--- config.mk ---
export PLATFORM = sky130hd
export DESIGN_NAME = dram_port_arbiter_flat
export DESIGN_NICKNAME = d
export VERILOG_FILES = /design/src/rtl/dram_port_arbiter_if.sv /design/src/rtl/dram_port_arbiter.sv /design/src/flat_wrapper.sv
export SDC_FILE = /design/constraint.sdc
export NUM_CORES = 1
export LEC_CHECK = 0
export CAP_MARGIN = 20
export CELL_PAD_IN_SITES_DETAIL_PLACEMENT = 1
export CELL_PAD_IN_SITES_GLOBAL_PLACEMENT = 1
export CORE_ASPECT_RATIO = 1.5
export CORE_MARGIN = 2
export CORE_UTILIZATION = 30
export DETAILED_ROUTE_END_ITERATION = 6
export HOLD_SLACK_MARGIN = 0.12
export PLACE_DENSITY = 0.8
export RECOVER_POWER = 100
export SETUP_SLACK_MARGIN = 0.5
export SLEW_MARGIN = 20
export SYNTH_ARGS = -nofsm -noshare
export SYNTH_HDL_FRONTEND = slang
export SYNTH_SLANG_ARGS = --single-unit
export TNS_END_PERCENT = 50
--- constraint.sdc ---
create_clock -name i_clk -period 2.7 [get_ports i_clk]
set_clock_uncertainty 0.05 [all_clocks]
set_input_delay 0.405 -clock i_clk [delete_from_list [all_inputs] [get_ports i_clk]]
set_output_delay 0.405 -clock i_clk [all_outputs]
set_load 0.03 [all_outputs]
--- src/rtl/dram_port_arbiter_if.sv ---
// Bundle of the two requester ports and the memory port around dram_port_arbiter.
// The slave modport is the arbiter's view; master is the environment (requesters plus memory).
interface dram_port_arbiter_if #(
  parameter int unsigned ADDRESS_SIZE = 32,
  parameter int unsigned WORD_SIZE    = 32
);
  logic                    r0_enable;
  logic                    r0_read_not_write;
  logic [ADDRESS_SIZE-1:0] r0_address;
  logic [WORD_SIZE-1:0]    r0_wdata;
  logic [WORD_SIZE-1:0]    r0_rdata;
  logic                    r0_ready;

  logic                    r1_enable;
  logic                    r1_read_not_write;
  logic [ADDRESS_SIZE-1:0] r1_address;
  logic [WORD_SIZE-1:0]    r1_wdata;
  logic [WORD_SIZE-1:0]    r1_rdata;
  logic                    r1_ready;

  logic                    mem_enable;
  logic                    mem_read_not_write;
  logic [ADDRESS_SIZE-1:0] mem_address;
  logic [WORD_SIZE-1:0]    mem_wdata;
  logic [WORD_SIZE-1:0]    mem_rdata;
  logic                    mem_ready;

  modport slave (
    input  r0_enable, r0_read_not_write, r0_address, r0_wdata,
    output r0_rdata, r0_ready,
    input  r1_enable, r1_read_not_write, r1_address, r1_wdata,
    output r1_rdata, r1_ready,
    output mem_enable, mem_read_not_write, mem_address, mem_wdata,
    input  mem_rdata, mem_ready
  );

  modport master (
    output r0_enable, r0_read_not_write, r0_address, r0_wdata,
    input  r0_rdata, r0_ready,
    output r1_enable, r1_read_not_write, r1_address, r1_wdata,
    input  r1_rdata, r1_ready,
    input  mem_enable, mem_read_not_write, mem_address, mem_wdata,
    output mem_rdata, mem_ready
  );
endinterface

--- src/rtl/dram_port_arbiter.sv ---
// Round-robin arbiter sharing one data-memory port between the DLX data port (R0) and a
// debug/loader master (R1); each access waits for MEM_READY or aborts after a timeout.
module dram_port_arbiter #(
  parameter int unsigned ADDRESS_SIZE   = 32,
  parameter int unsigned WORD_SIZE      = 32,
  parameter int unsigned TIMEOUT_CYCLES = 16
) (
  input  logic                i_clk,
  input  logic                i_rst_n,
  dram_port_arbiter_if.slave  bus,
  output logic [1:0]          o_grant,
  output logic                o_err
);

  localparam int unsigned CNT_W = $clog2(TIMEOUT_CYCLES + 1);
  localparam logic [CNT_W-1:0] CNT_LAST = CNT_W'(TIMEOUT_CYCLES - 1);

  typedef enum logic [1:0] {StIdle, StAccess, StDone} state_e;

  state_e                  r_state;
  logic                    r_last_grant;  // 0 = R0 served last, 1 = R1 served last
  logic                    r_owner;
  logic [CNT_W-1:0]        r_cnt;
  logic [1:0]              r_grant;
  logic                    r_err;
  logic                    r_ready0;
  logic                    r_ready1;
  logic [WORD_SIZE-1:0]    r_rdata0;
  logic [WORD_SIZE-1:0]    r_rdata1;
  logic                    r_mem_enable;
  logic                    r_mem_rnw;
  logic [ADDRESS_SIZE-1:0] r_mem_address;
  logic [WORD_SIZE-1:0]    r_mem_wdata;

  logic w_any_req;
  logic w_pick_r1;

  assign w_any_req = bus.r0_enable | bus.r1_enable;
  // R1 wins when it is the only requester, or on a tie when R0 was served last.
  assign w_pick_r1 = bus.r1_enable & (~bus.r0_enable | ~r_last_grant);

  always_ff @(posedge i_clk or negedge i_rst_n) begin
    if (!i_rst_n) begin
      r_state       <= StIdle;
      r_last_grant  <= 1'b1;
      r_owner       <= 1'b0;
      r_cnt         <= '0;
      r_grant       <= 2'b00;
      r_err         <= 1'b0;
      r_ready0      <= 1'b0;
      r_ready1      <= 1'b0;
      r_rdata0      <= '0;
      r_rdata1      <= '0;
      r_mem_enable  <= 1'b0;
      r_mem_rnw     <= 1'b0;
      r_mem_address <= '0;
      r_mem_wdata   <= '0;
    end else begin
      unique case (r_state)
        StIdle: begin
          if (w_any_req) begin
            r_owner       <= w_pick_r1;
            r_grant       <= w_pick_r1 ? 2'b10 : 2'b01;
            r_mem_enable  <= 1'b1;
            r_mem_rnw     <= w_pick_r1 ? bus.r1_read_not_write : bus.r0_read_not_write;
            r_mem_address <= w_pick_r1 ? bus.r1_address : bus.r0_address;
            r_mem_wdata   <= w_pick_r1 ? bus.r1_wdata : bus.r0_wdata;
            r_cnt         <= '0;
            r_state       <= StAccess;
          end
        end
        StAccess: begin
          // Completion takes priority over a timeout landing on the same cycle.
          if (bus.mem_ready) begin
            if (r_mem_rnw) begin
              if (r_owner) r_rdata1 <= bus.mem_rdata;
              else         r_rdata0 <= bus.mem_rdata;
            end
            r_mem_enable <= 1'b0;
            r_ready0     <= ~r_owner;
            r_ready1     <= r_owner;
            r_state      <= StDone;
          end else if (r_cnt == CNT_LAST) begin
            r_mem_enable <= 1'b0;
            r_err        <= 1'b1;
            r_ready0     <= ~r_owner;
            r_ready1     <= r_owner;
            r_state      <= StDone;
          end else begin
            r_cnt <= r_cnt + 1'b1;
          end
        end
        StDone: begin
          r_ready0     <= 1'b0;
          r_ready1     <= 1'b0;
          r_err        <= 1'b0;
          r_grant      <= 2'b00;
          r_last_grant <= r_owner;
          r_state      <= StIdle;
        end
        default: r_state <= StIdle;
      endcase
    end
  end

  assign bus.r0_rdata           = r_rdata0;
  assign bus.r0_ready           = r_ready0;
  assign bus.r1_rdata           = r_rdata1;
  assign bus.r1_ready           = r_ready1;
  assign bus.mem_enable         = r_mem_enable;
  assign bus.mem_read_not_write = r_mem_rnw;
  assign bus.mem_address        = r_mem_address;
  assign bus.mem_wdata          = r_mem_wdata;
  assign o_grant                = r_grant;
  assign o_err                  = r_err;

endmodule

--- src/flat_wrapper.sv ---
// flat-port wrapper written by rule: the top's interface ports become plain ports
module dram_port_arbiter_flat 
#(
  parameter int unsigned ADDRESS_SIZE   = 32,
  parameter int unsigned WORD_SIZE      = 32,
  parameter int unsigned TIMEOUT_CYCLES = 16
)
  (i_clk, i_rst_n, o_grant, o_err, bus_r0_enable, bus_r0_read_not_write, bus_r0_address, bus_r0_wdata, bus_r0_rdata, bus_r0_ready, bus_r1_enable, bus_r1_read_not_write, bus_r1_address, bus_r1_wdata, bus_r1_rdata, bus_r1_ready, bus_mem_enable, bus_mem_read_not_write, bus_mem_address, bus_mem_wdata, bus_mem_rdata, bus_mem_ready);
  dram_port_arbiter_if #(.ADDRESS_SIZE(ADDRESS_SIZE), .WORD_SIZE(WORD_SIZE)) bus_i ();
  input  logic i_clk;
  input  logic i_rst_n;
  output logic [1:0] o_grant;
  output logic o_err;
  input wire logic [$bits(bus_i.r0_enable)-1:0] bus_r0_enable;
  input wire logic [$bits(bus_i.r0_read_not_write)-1:0] bus_r0_read_not_write;
  input wire logic [$bits(bus_i.r0_address)-1:0] bus_r0_address;
  input wire logic [$bits(bus_i.r0_wdata)-1:0] bus_r0_wdata;
  output wire logic [$bits(bus_i.r0_rdata)-1:0] bus_r0_rdata;
  output wire logic [$bits(bus_i.r0_ready)-1:0] bus_r0_ready;
  input wire logic [$bits(bus_i.r1_enable)-1:0] bus_r1_enable;
  input wire logic [$bits(bus_i.r1_read_not_write)-1:0] bus_r1_read_not_write;
  input wire logic [$bits(bus_i.r1_address)-1:0] bus_r1_address;
  input wire logic [$bits(bus_i.r1_wdata)-1:0] bus_r1_wdata;
  output wire logic [$bits(bus_i.r1_rdata)-1:0] bus_r1_rdata;
  output wire logic [$bits(bus_i.r1_ready)-1:0] bus_r1_ready;
  output wire logic [$bits(bus_i.mem_enable)-1:0] bus_mem_enable;
  output wire logic [$bits(bus_i.mem_read_not_write)-1:0] bus_mem_read_not_write;
  output wire logic [$bits(bus_i.mem_address)-1:0] bus_mem_address;
  output wire logic [$bits(bus_i.mem_wdata)-1:0] bus_mem_wdata;
  input wire logic [$bits(bus_i.mem_rdata)-1:0] bus_mem_rdata;
  input wire logic [$bits(bus_i.mem_ready)-1:0] bus_mem_ready;
  assign bus_i.r0_enable = bus_r0_enable;
  assign bus_i.r0_read_not_write = bus_r0_read_not_write;
  assign bus_i.r0_address = bus_r0_address;
  assign bus_i.r0_wdata = bus_r0_wdata;
  assign bus_r0_rdata = bus_i.r0_rdata;
  assign bus_r0_ready = bus_i.r0_ready;
  assign bus_i.r1_enable = bus_r1_enable;
  assign bus_i.r1_read_not_write = bus_r1_read_not_write;
  assign bus_i.r1_address = bus_r1_address;
  assign bus_i.r1_wdata = bus_r1_wdata;
  assign bus_r1_rdata = bus_i.r1_rdata;
  assign bus_r1_ready = bus_i.r1_ready;
  assign bus_mem_enable = bus_i.mem_enable;
  assign bus_mem_read_not_write = bus_i.mem_read_not_write;
  assign bus_mem_address = bus_i.mem_address;
  assign bus_mem_wdata = bus_i.mem_wdata;
  assign bus_i.mem_rdata = bus_mem_rdata;
  assign bus_i.mem_ready = bus_mem_ready;
  dram_port_arbiter #(.ADDRESS_SIZE(ADDRESS_SIZE), .WORD_SIZE(WORD_SIZE), .TIMEOUT_CYCLES(TIMEOUT_CYCLES)) u_core (.i_clk(i_clk), .i_rst_n(i_rst_n), .bus(bus_i), .o_grant(o_grant), .o_err(o_err));
endmodule
======== Word-level counts from Yosys, hierarchy flattened ========
Index checks and enable logic that the tools add are counted.
word-level totals
  bits in registers ....................... 144
  input bits .............................. 167
  word-level logic and storage cells ...... 69
cells by class
  add/subtract/negate cells ............... 1
  equal/unequal tests ..................... 8
  muxes and demuxes ....................... 27
  bitwise logic cells ..................... 6
  reductions and logical operators ........ 13
operators by type and width
  operator                                                count
  two-way mux 32 bit                                      2
  two-way mux 5 bit                                       3
  AND reduction 4 bit                                     3
  two-way mux 1 bit                                       10
  two-way mux 2 bit                                       5
  one-hot mux 5 bit (2 select lines)                      1
  one-hot mux 1 bit (2 select lines)                      4
  one-hot mux 2 bit (2 select lines)                      2
  AND reduction 2 bit                                     4
  AND reduction 3 bit                                     2
  nonzero test 2 bit                                      3
  adder 5 x 1 -> 5 bit (second input constant)            1
  == test 5 x 4 -> 1 bit (second input constant)          1
  inequality test 2 x 1 -> 1 bit (second input constant)  2
  inequality test 2 bit (second input constant)           2
  inequality test 3 x 2 -> 1 bit (second input constant)  1
  inverter 1 bit                                          3
  == test 2 x 1 -> 1 bit (second input constant)          1
  == test 2 bit (second input constant)                   1
  logical NOT 2 bit                                       1
  OR 1 bit                                                2
  bitwise AND 1 bit                                       1

======== Depth between registers and ports, before layout ========
Gate-level depths: netlist (run 1).
  depth in word-level cells ............... 6
  gate-level depth with buffers ........... 8

======== Worst setup path after synthesis (run 1) ========
No wires, ideal clock.
  path type ............................... register to register
  from .................................... reg u_core.r_cnt[0]
  to ...................................... reg u_core.r_ready0 (netlist: u_core.bus.r0_ready)
  data arrival time ....................... 1.911 ns
  data required time ...................... 2.525 ns
  path slack .............................. 0.615 ns
  cell stages (with the launch flop) ...... 8
  buffers on the path ..................... 1
  clock period less this slack ............ 2.085 ns
  path through ............................ dfrtp_1 > ha_1 > and3_1 > ha_1 > or2_1 > buf_6 > o21ai_0 > mux2_2
on the way
  word-level cells in the longest chain between the ends .. 3
RTL lines
  item                                             line                     source
  start, declared                                  dram_port_arbiter.sv:23  logic [CNT_W-1:0] r_cnt;
  start signal, assigned                           dram_port_arbiter.sv:90  r_cnt <= r_cnt + 1'b1;
  == test 5 x 4 -> 1 bit                           dram_port_arbiter.sv:83  end else if (r_cnt == CNT_LAST) begin
  inequality test 3 x 2 -> 1 bit (no source line)  -
  AND reduction 2 bit (no source line)             -
  end signal, assigned                             dram_port_arbiter.sv:80  r_ready0 <= ~r_owner;
  end signal, assigned                             dram_port_arbiter.sv:86  r_ready0 <= ~r_owner;
  end, declared                                    dram_port_arbiter.sv:26  logic r_ready0;
Every way passes these cells.
A chain may end at the register's enable or synchronous reset.

======== Final worst setup path (run 1) ========
  from .................................... reg u_core.r_cnt[0]
  to ...................................... reg u_core.r_ready1 (netlist: u_core.bus.r1_ready)
on the way
  word-level cells in the longest chain between the ends .. 3
RTL lines
  item                                             line                     source
  == test 5 x 4 -> 1 bit                           dram_port_arbiter.sv:83
  inequality test 3 x 2 -> 1 bit (no source line)  -
  AND reduction 2 bit (no source line)             -
  end signal, assigned                             dram_port_arbiter.sv:81  r_ready1 <= r_owner;
  end signal, assigned                             dram_port_arbiter.sv:87  r_ready1 <= r_owner;
  end, declared                                    dram_port_arbiter.sv:27  logic r_ready1;
Every way passes these cells.

==> results of run 1 <==
[final cells by class]
class | instances | area [um2]
Fill cell | 2090 | 10100
Sequential cell | 144 | 3600
Timing Repair Buffer | 312 | 3130
Multi-Input combinational cell | 285 | 2320
Clock buffer | 18 | 429
Tap cell | 264 | 330
Clock inverter | 14 | 201
Inverter | 6 | 22.5
Antenna cell | 1 | 2.50
[routing by layer]
| metal | GRT usage, % | vias to the layer above |
|---|---|---|
| li1 | - | 2329 |
| met5 | 0 | - |
| met1 | 19.6 | 2482 |
| met3 | 4.74 | 34 |
| met4 | 7.66 | 0 |
| met2 | 32.1 | 179 |
[cells by family (layout without fill, tap and decap cells)]
logic type	after synthesis	in the layout	synth area share, %
flip-flops	144	144	58.9
multiplexers	97	97	17.3
AND/OR/NAND/NOR	94	94	8.32
AO/OA/AOI/OAI	88	88	10.9
buffers and inverters	41	350	3.33
adder cells (fa/ha/maj)	6	6	1.23
other	0	1	0
[state kept, by name, indices dropped and copies added (netlist names)]
name                           count
u_core.bus.mem_address            32
u_core.bus.mem_enable              1
u_core.bus.mem_read_not_write      1
u_core.bus.mem_wdata              32
u_core.bus.r0_rdata               32
u_core.bus.r0_ready                1
u_core.bus.r1_rdata               32
u_core.bus.r1_ready                1
u_core.o_err                       1
u_core.o_grant                     2
u_core.r_cnt                       5
u_core.r_last_grant                1
u_core.r_owner                     1
u_core.r_state                     2
[power by group through the flow]
stage                     Sequential [mW]  Combinational (mW)  Clock [mW]
after floorplan                      5.68                1.75           0
after global placement               3.75                6.48           0
after detailed placement             3.80                6.59           0
after CTS                            3.78                6.60        2.62
after global routing                 3.85                6.51        2.72
final                                3.72                6.13        2.54
[worst max-delay path: stages (launching register included)]
cell	delay, ns
dfrtp_1	0.41
ha_1	0.24
and3_1	0.19
ha_1	0.23
or2_0	0.35
o21ai_0	0.32
mux2_2	0.37
[how the worst min path moves through the flow]
stage	depth (start not counted)	to	start	slack, ns
6_report	2	u_core.bus.mem_wdata[20]	u_core.bus.mem_wdata[20]	0.42
5_1_grt	2	u_core.bus.mem_wdata[20]	u_core.bus.mem_wdata[20]	0.45
4_1_cts	2	u_core.bus.mem_wdata[20]	u_core.bus.mem_wdata[20]	0.43
3_5_place_dp	1	u_core.bus.r1_rdata[18]	i_rst_n	0.36
3_3_place_gp	1	u_core.bus.r0_rdata[18]	i_rst_n	0.35
2_1_floorplan	0	u_core.bus.mem_address[0]	i_rst_n	0.06
[cell usage in the layout (no fill, tap or decap), types with 2 or more instances in the layout]
| master | netlist | final |
|---|---|---|
| a21o_1 | 2 | 2 |
| a21oi_1 | 2 | 2 |
| a221o_1 | 39 | 39 |
| and3_1 | 40 | 40 |
| buf_12 | 0 | 3 |
| buf_4 | 3 | 6 |
| bufinv_16 | 0 | 4 |
| clkbuf_16 | 0 | 17 |
| clkdlybuf4s50_1 | 0 | 165 |
| clkinv_4 | 0 | 2 |
| clkinvlp_4 | 0 | 2 |
| dfrtp_1 | 143 | 143 |
| dlygate4sd3_1 | 0 | 136 |
| ha_1 | 6 | 6 |
| inv_1 | 6 | 6 |
| inv_6 | 0 | 5 |
| mux2_2 | 69 | 69 |
| mux2i_1 | 28 | 28 |
| nand2_1 | 31 | 31 |
| nand3_1 | 6 | 6 |
| nand4_1 | 2 | 2 |
| nor2_1 | 4 | 3 |
| nor2b_1 | 3 | 3 |
| o21ai_0 | 32 | 36 |
| o311ai_0 | 2 | 2 |
[through the flow]
stage / hold WS [ns] / worst slack (ns) / std cells
global route: 0.450 / 0.266 / 1043
CTS: 0.433 / 0.550 / 1043
global placement: 0.352 / 0.533 / 1010
detailed placement: 0.360 / 0.477 / 1010
finish: 0.422 / 0.412 / 1044
floorplan: 0.0594 / 0.615 / 470
[repair_timing]
item	CTS	global route
hold buffers	1	0
endpoints found under the setup margin	2	3
hold endpoints to repair	51	0
pin swaps	0	0
resized for setup	1	1
==> results.yml, run 1 <==
outcome:
  status: "finished, final reports clean"
placement:
  io_buffers: 301
  placed_area_um2: 9430
  dp_hpwl_mm: 14.1
  gp_congestion: 0.750
critical_path:
  reg2reg_from: "u_core.r_cnt[0]"
  rr_worst_depth: 6
  r2r_slack_ns: 0.41
  crit_fanout: 8
  arrival_ns: 2.53
  timing.critical_path.to: "u_core.bus.r1_ready"
  cp.required_ns: 2.94
  worstSetupPathType: "register to register"
  end_kind: "register"
  r2r-end: "u_core.bus.r1_ready"
  crit_start: "u_core.r_cnt[0]"
  cp-start-kind: "register"
final_layout:
  drive_above_1_share_pct: 15.1
  final_nets: 939
  fin_util_pct: 49.8
  synthToLayoutAreaGrowth_pct: 64.1
  final_cell_area_um2: 10000
floorplanning:
  die_h_um: 179
  die_area_um2: 21600
  std_cell_rows: 64
  initial_core_util_pct: 30.3
  io_pins: 302
  die_w_um: 121
  core_um2: 20200
power:
  p_total_mw: 12.4
  power.leakage_nw: 4.54
  netSwitchingFraction_pct: 41.0
  power.internal_mw: 7.30
  p_seq_share_pct: 30.0
  vdd_drop_max_mv: 0.582
  switchingPower_mw: 5.08
  p_comb_share_pct: 49.5
  powerDensity_nw_per_um2: 1230
  clock_power_share_pct: 20.5
synthesis:
  postSynthAreaPerCell_um2: 13.0
  synth_top_area_cell: "dfrtp_1"
  synth_area_leaders: "dfrtp_1 (58%), mux2_2 (13%), a221o_1 (6.4%), mux2i_1 (4.6%), and3_1 (4.1%)"
  ys.flop_type: "dfrtp_1"
  synth_edf_count: 0
  synth_common_cells: "dfrtp_1 (143), mux2_2 (69), and3_1 (40)"
  yosysWarnings: 0
  synthCells: 470
  synth_top_area_share_pct: 58.5
  ys_seq_area_share_pct: 58.9
  synth_most_common_cell: "dfrtp_1"
  async_flop_share_pct: 100
  synthesis.nets: 643
  synth_seq_cells: 144
  synth_area_um2: 6120
  post_synth_num_cell_types: 37
clock_tree:
  cts_setup_buffers: 0
  clock_tree.root_cell: "clkbuf_16"
  cts.sinks: 144
  clock_latency_ns: 0.41
  htree_levels: 4
  cts.path.max_buffers: 2
  cts_tree: "built"
  clk_pin_slew_ns: 0.06
  cts_buffers: 17
route:
  wl_met3_mm: 1.00
  top_layer: "met4"
  wl_mm: 19.3
  first_iter_violations: 211
  vias: 5024
  drcViolationCount: 0
  met2_length_mm: 10.4
  wl_met1_mm: 7.20
  wl_per_cell_um: 18.5
  vias_per_cell: 4.81
  detail-route-antenna-nets: 0
  drt_pass1_iterations: 4
grt:
  grt_pass1_wl_mm: 29.6
  grt_use_total_pct: 17.8
  grt_pass1_vias: 5406
  antenna_found_initial: 0
  grt_overflow: 0
  grt_max_degree: 92
timing:
  hold_viol_final: 0
  setup_violations: 0
  slew_headroom_pct: 1.67
  finalCriticalPeriod_ns: 2.29
  maxSlewViolCount: 0
  min_period_over_period_pct: 84.8
  max_freq_mhz: 437
  fin_setup_tns_ns: 0
  worst_slew_pin_slew_ns: 1.47
  rsz0062_at_grt: "no"
run:
  drv_cap: 0
worst_hold_path:
  holdCritPathClass: "register to register"
No activity file was read; power rests on OpenSTA's default activity.
==> run 2, diff against run 1 <==
==> constraint.sdc (replaced) <==
create_clock -name i_clk -period 2.35 [get_ports i_clk]
set_clock_uncertainty 0.05 [all_clocks]
set_input_delay 0.3525 -clock i_clk [delete_from_list [all_inputs] [get_ports i_clk]]
set_output_delay 0.3525 -clock i_clk [all_outputs]
set_load 0.03 [all_outputs]
==> results.yml, run 2 (same netlist as run 1, synthesis figures left out) <==
outcome:
  status: "finished, final reports clean"
clock_tree:
  cts_tree: "built"
  cts.path.max_buffers: 2
  clk_pin_slew_ns: 0.06
  clock_latency_ns: 0.42
  clock_tree.root_cell: "clkbuf_16"
  htree_levels: 4
  cts.sinks: 144
  cts_buffers: 17
route:
  drcViolationCount: 0
  wl_per_cell_um: 19.0
  drt_pass1_iterations: 4
  vias: 5104
  wl_mm: 20.0
  detail-route-antenna-nets: 0
  first_iter_violations: 228
  vias_per_cell: 4.86
timing:
  hold_viol_final: 0
  fin_setup_tns_ns: 0
  slew_headroom_pct: 43.9
  min_period_over_period_pct: 86.1
  setup_violations: 0
  finalCriticalPeriod_ns: 2.02
  max_freq_mhz: 494
  holdWs_ns: 0.407
  worst_slack_ns: 0.327
  maxSlewViolCount: 0
  worst_slew_pin_slew_ns: 0.841
  rsz0062_at_grt: "yes"
final_layout:
  final_cell_area_um2: 10100
  final_cell_mix: "clkdlybuf4s50_1 (165), dfrtp_1 (143), dlygate4sd2_1 (71)"
  fin_util_pct: 49.8
  diodes: 0
  final_nets: 947
  final_common_cell: "clkdlybuf4s50_1"
  synthToLayoutAreaGrowth_pct: 64.3
  fin_cells: 1051
  drive_above_1_share_pct: 16.4
grt:
  grt_pass1_vias: 5763
  grt_use_total_pct: 18.5
  grt_max_degree: 90
  antenna_found_initial: 0
  grt_overflow: 0
  grt_pass1_wl_mm: 30.9
floorplanning:
  io_pins: 302
  die_area_um2: 21600
  die_w_um: 121
  std_cell_rows: 64
  core_um2: 20200
  initial_core_util_pct: 30.3
  die_h_um: 179
placement:
  placed_area_um2: 9490
  dp.cells: 1013
  dp_hpwl_mm: 14.8
  gp_congestion: 0.750
  dp_worst_setup_slack_ns: 0.298
  io_buffers: 301
critical_path:
  path_cells: "ha_1 > and3_4 > ha_4 > or2_0 > o21ai_4 > mux2_2"
  critical_path.max_stage_delay_ns: 0.40
  crit_family: "simple AND/OR/NAND/NOR gates"
  slowest_stage: "dfrtp_1"
  worstSetupPathType: "register to register"
  critical_path_buf_inv_count: 0
  crit_start: "u_core.r_cnt[0]"
  arrival_ns: 2.27
  reg2reg_from: "u_core.r_cnt[0]"
  crit_fanout: 4
  cp.required_ns: 2.60
  cp-start-kind: "register"
  end_kind: "register"
power:
  p_comb_share_pct: 48.5
  p_seq_share_pct: 30.5
  vdd_drop_max_mv: 0.574
  powerDensity_nw_per_um2: 1420
  switchingPower_mw: 5.92
  clock_power_share_pct: 21.1
  power.internal_mw: 8.32
  netSwitchingFraction_pct: 41.6
  power.leakage_nw: 4.65
  p_total_mw: 14.2
run:
  drv_cap: 0
worst_hold_path:
  holdCritPathClass: "input port to async pin"
## run 2: per-layer routing
metal,vias up,global-route usage [%],wire length (um)
li1,2338,-,-
met2,187,34.6,11200
met3,35,4.45,1020
met5,-,0,0
met4,0,7.41,607
met1,2544,19.8,7180
## run 2: worst paths after layout
kind / endpoint / slack [ns] / depth (start not counted)
worst max-delay path: u_core.bus.r0_ready / 0.33 / 6
worst min-delay path: u_core.bus.r0_rdata[15] / 0.41 / 2
worst max register to register: u_core.bus.r0_ready / 0.33 / 6
worst min register to register: u_core.bus.mem_wdata[24] / 0.43 / 2
max in group asynchronous: u_core.bus.r0_rdata[25] / 0.62 / 3
min in group i_clk: u_core.bus.mem_wdata[24] / 0.43 / 2
## run 2: what timing repair did
item / in CTS / in global routing
pin swaps: 2 / 2
setup endpoints to repair: 224 / 170
buffers inserted: 4 / 1
resized for setup: 76 / 16
endpoints found under the hold margin: 48 / 0
hold buffers: 1 / 0
## run 2: cell type report
| class | count | area, um2 |
|---|---|---|
| inverter | 6 | 22.5 |
| multi-input combinational | 285 | 2370 |
| clock inverter | 13 | 210 |
| sequential | 144 | 3600 |
| fill | 2152 | 10100 |
| timing repair buffer | 320 | 3070 |
| tap | 264 | 330 |
| clock buffer | 19 | 443 |
## run 2: power by group through the flow
stage	Clock [mW]	Sequential, mW	Combinational [mW]
3_3_place_gp	0	4.34	7.38
6_report	3.00	4.34	6.90
2_1_floorplan	0	6.53	2.03
4_1_cts	3.08	4.38	7.26
5_1_grt	3.19	4.50	7.31
3_5_place_dp	0	4.43	7.60
==> run 3, diff against run 2 <==
--- a/config.mk
+++ b/config.mk
@@ -5,7 +5,7 @@
 export SDC_FILE = /design/constraint.sdc
 export NUM_CORES = 1
 export LEC_CHECK = 0
-export CAP_MARGIN = 20
+export CAP_MARGIN = 15
 export CELL_PAD_IN_SITES_DETAIL_PLACEMENT = 1
 export CELL_PAD_IN_SITES_GLOBAL_PLACEMENT = 1
 export CORE_ASPECT_RATIO = 1.5
@@ -16,6 +16,7 @@
 export PLACE_DENSITY = 0.8
 export RECOVER_POWER = 100
 export SETUP_SLACK_MARGIN = 0.5
+export SKIP_LAST_GASP = 1
 export SLEW_MARGIN = 20
 export SYNTH_ARGS = -nofsm -noshare
 export SYNTH_HDL_FRONTEND = slang
==> results of run 3 <==
Same layout as run 2: the final DEF is identical, and so are final timing and power.
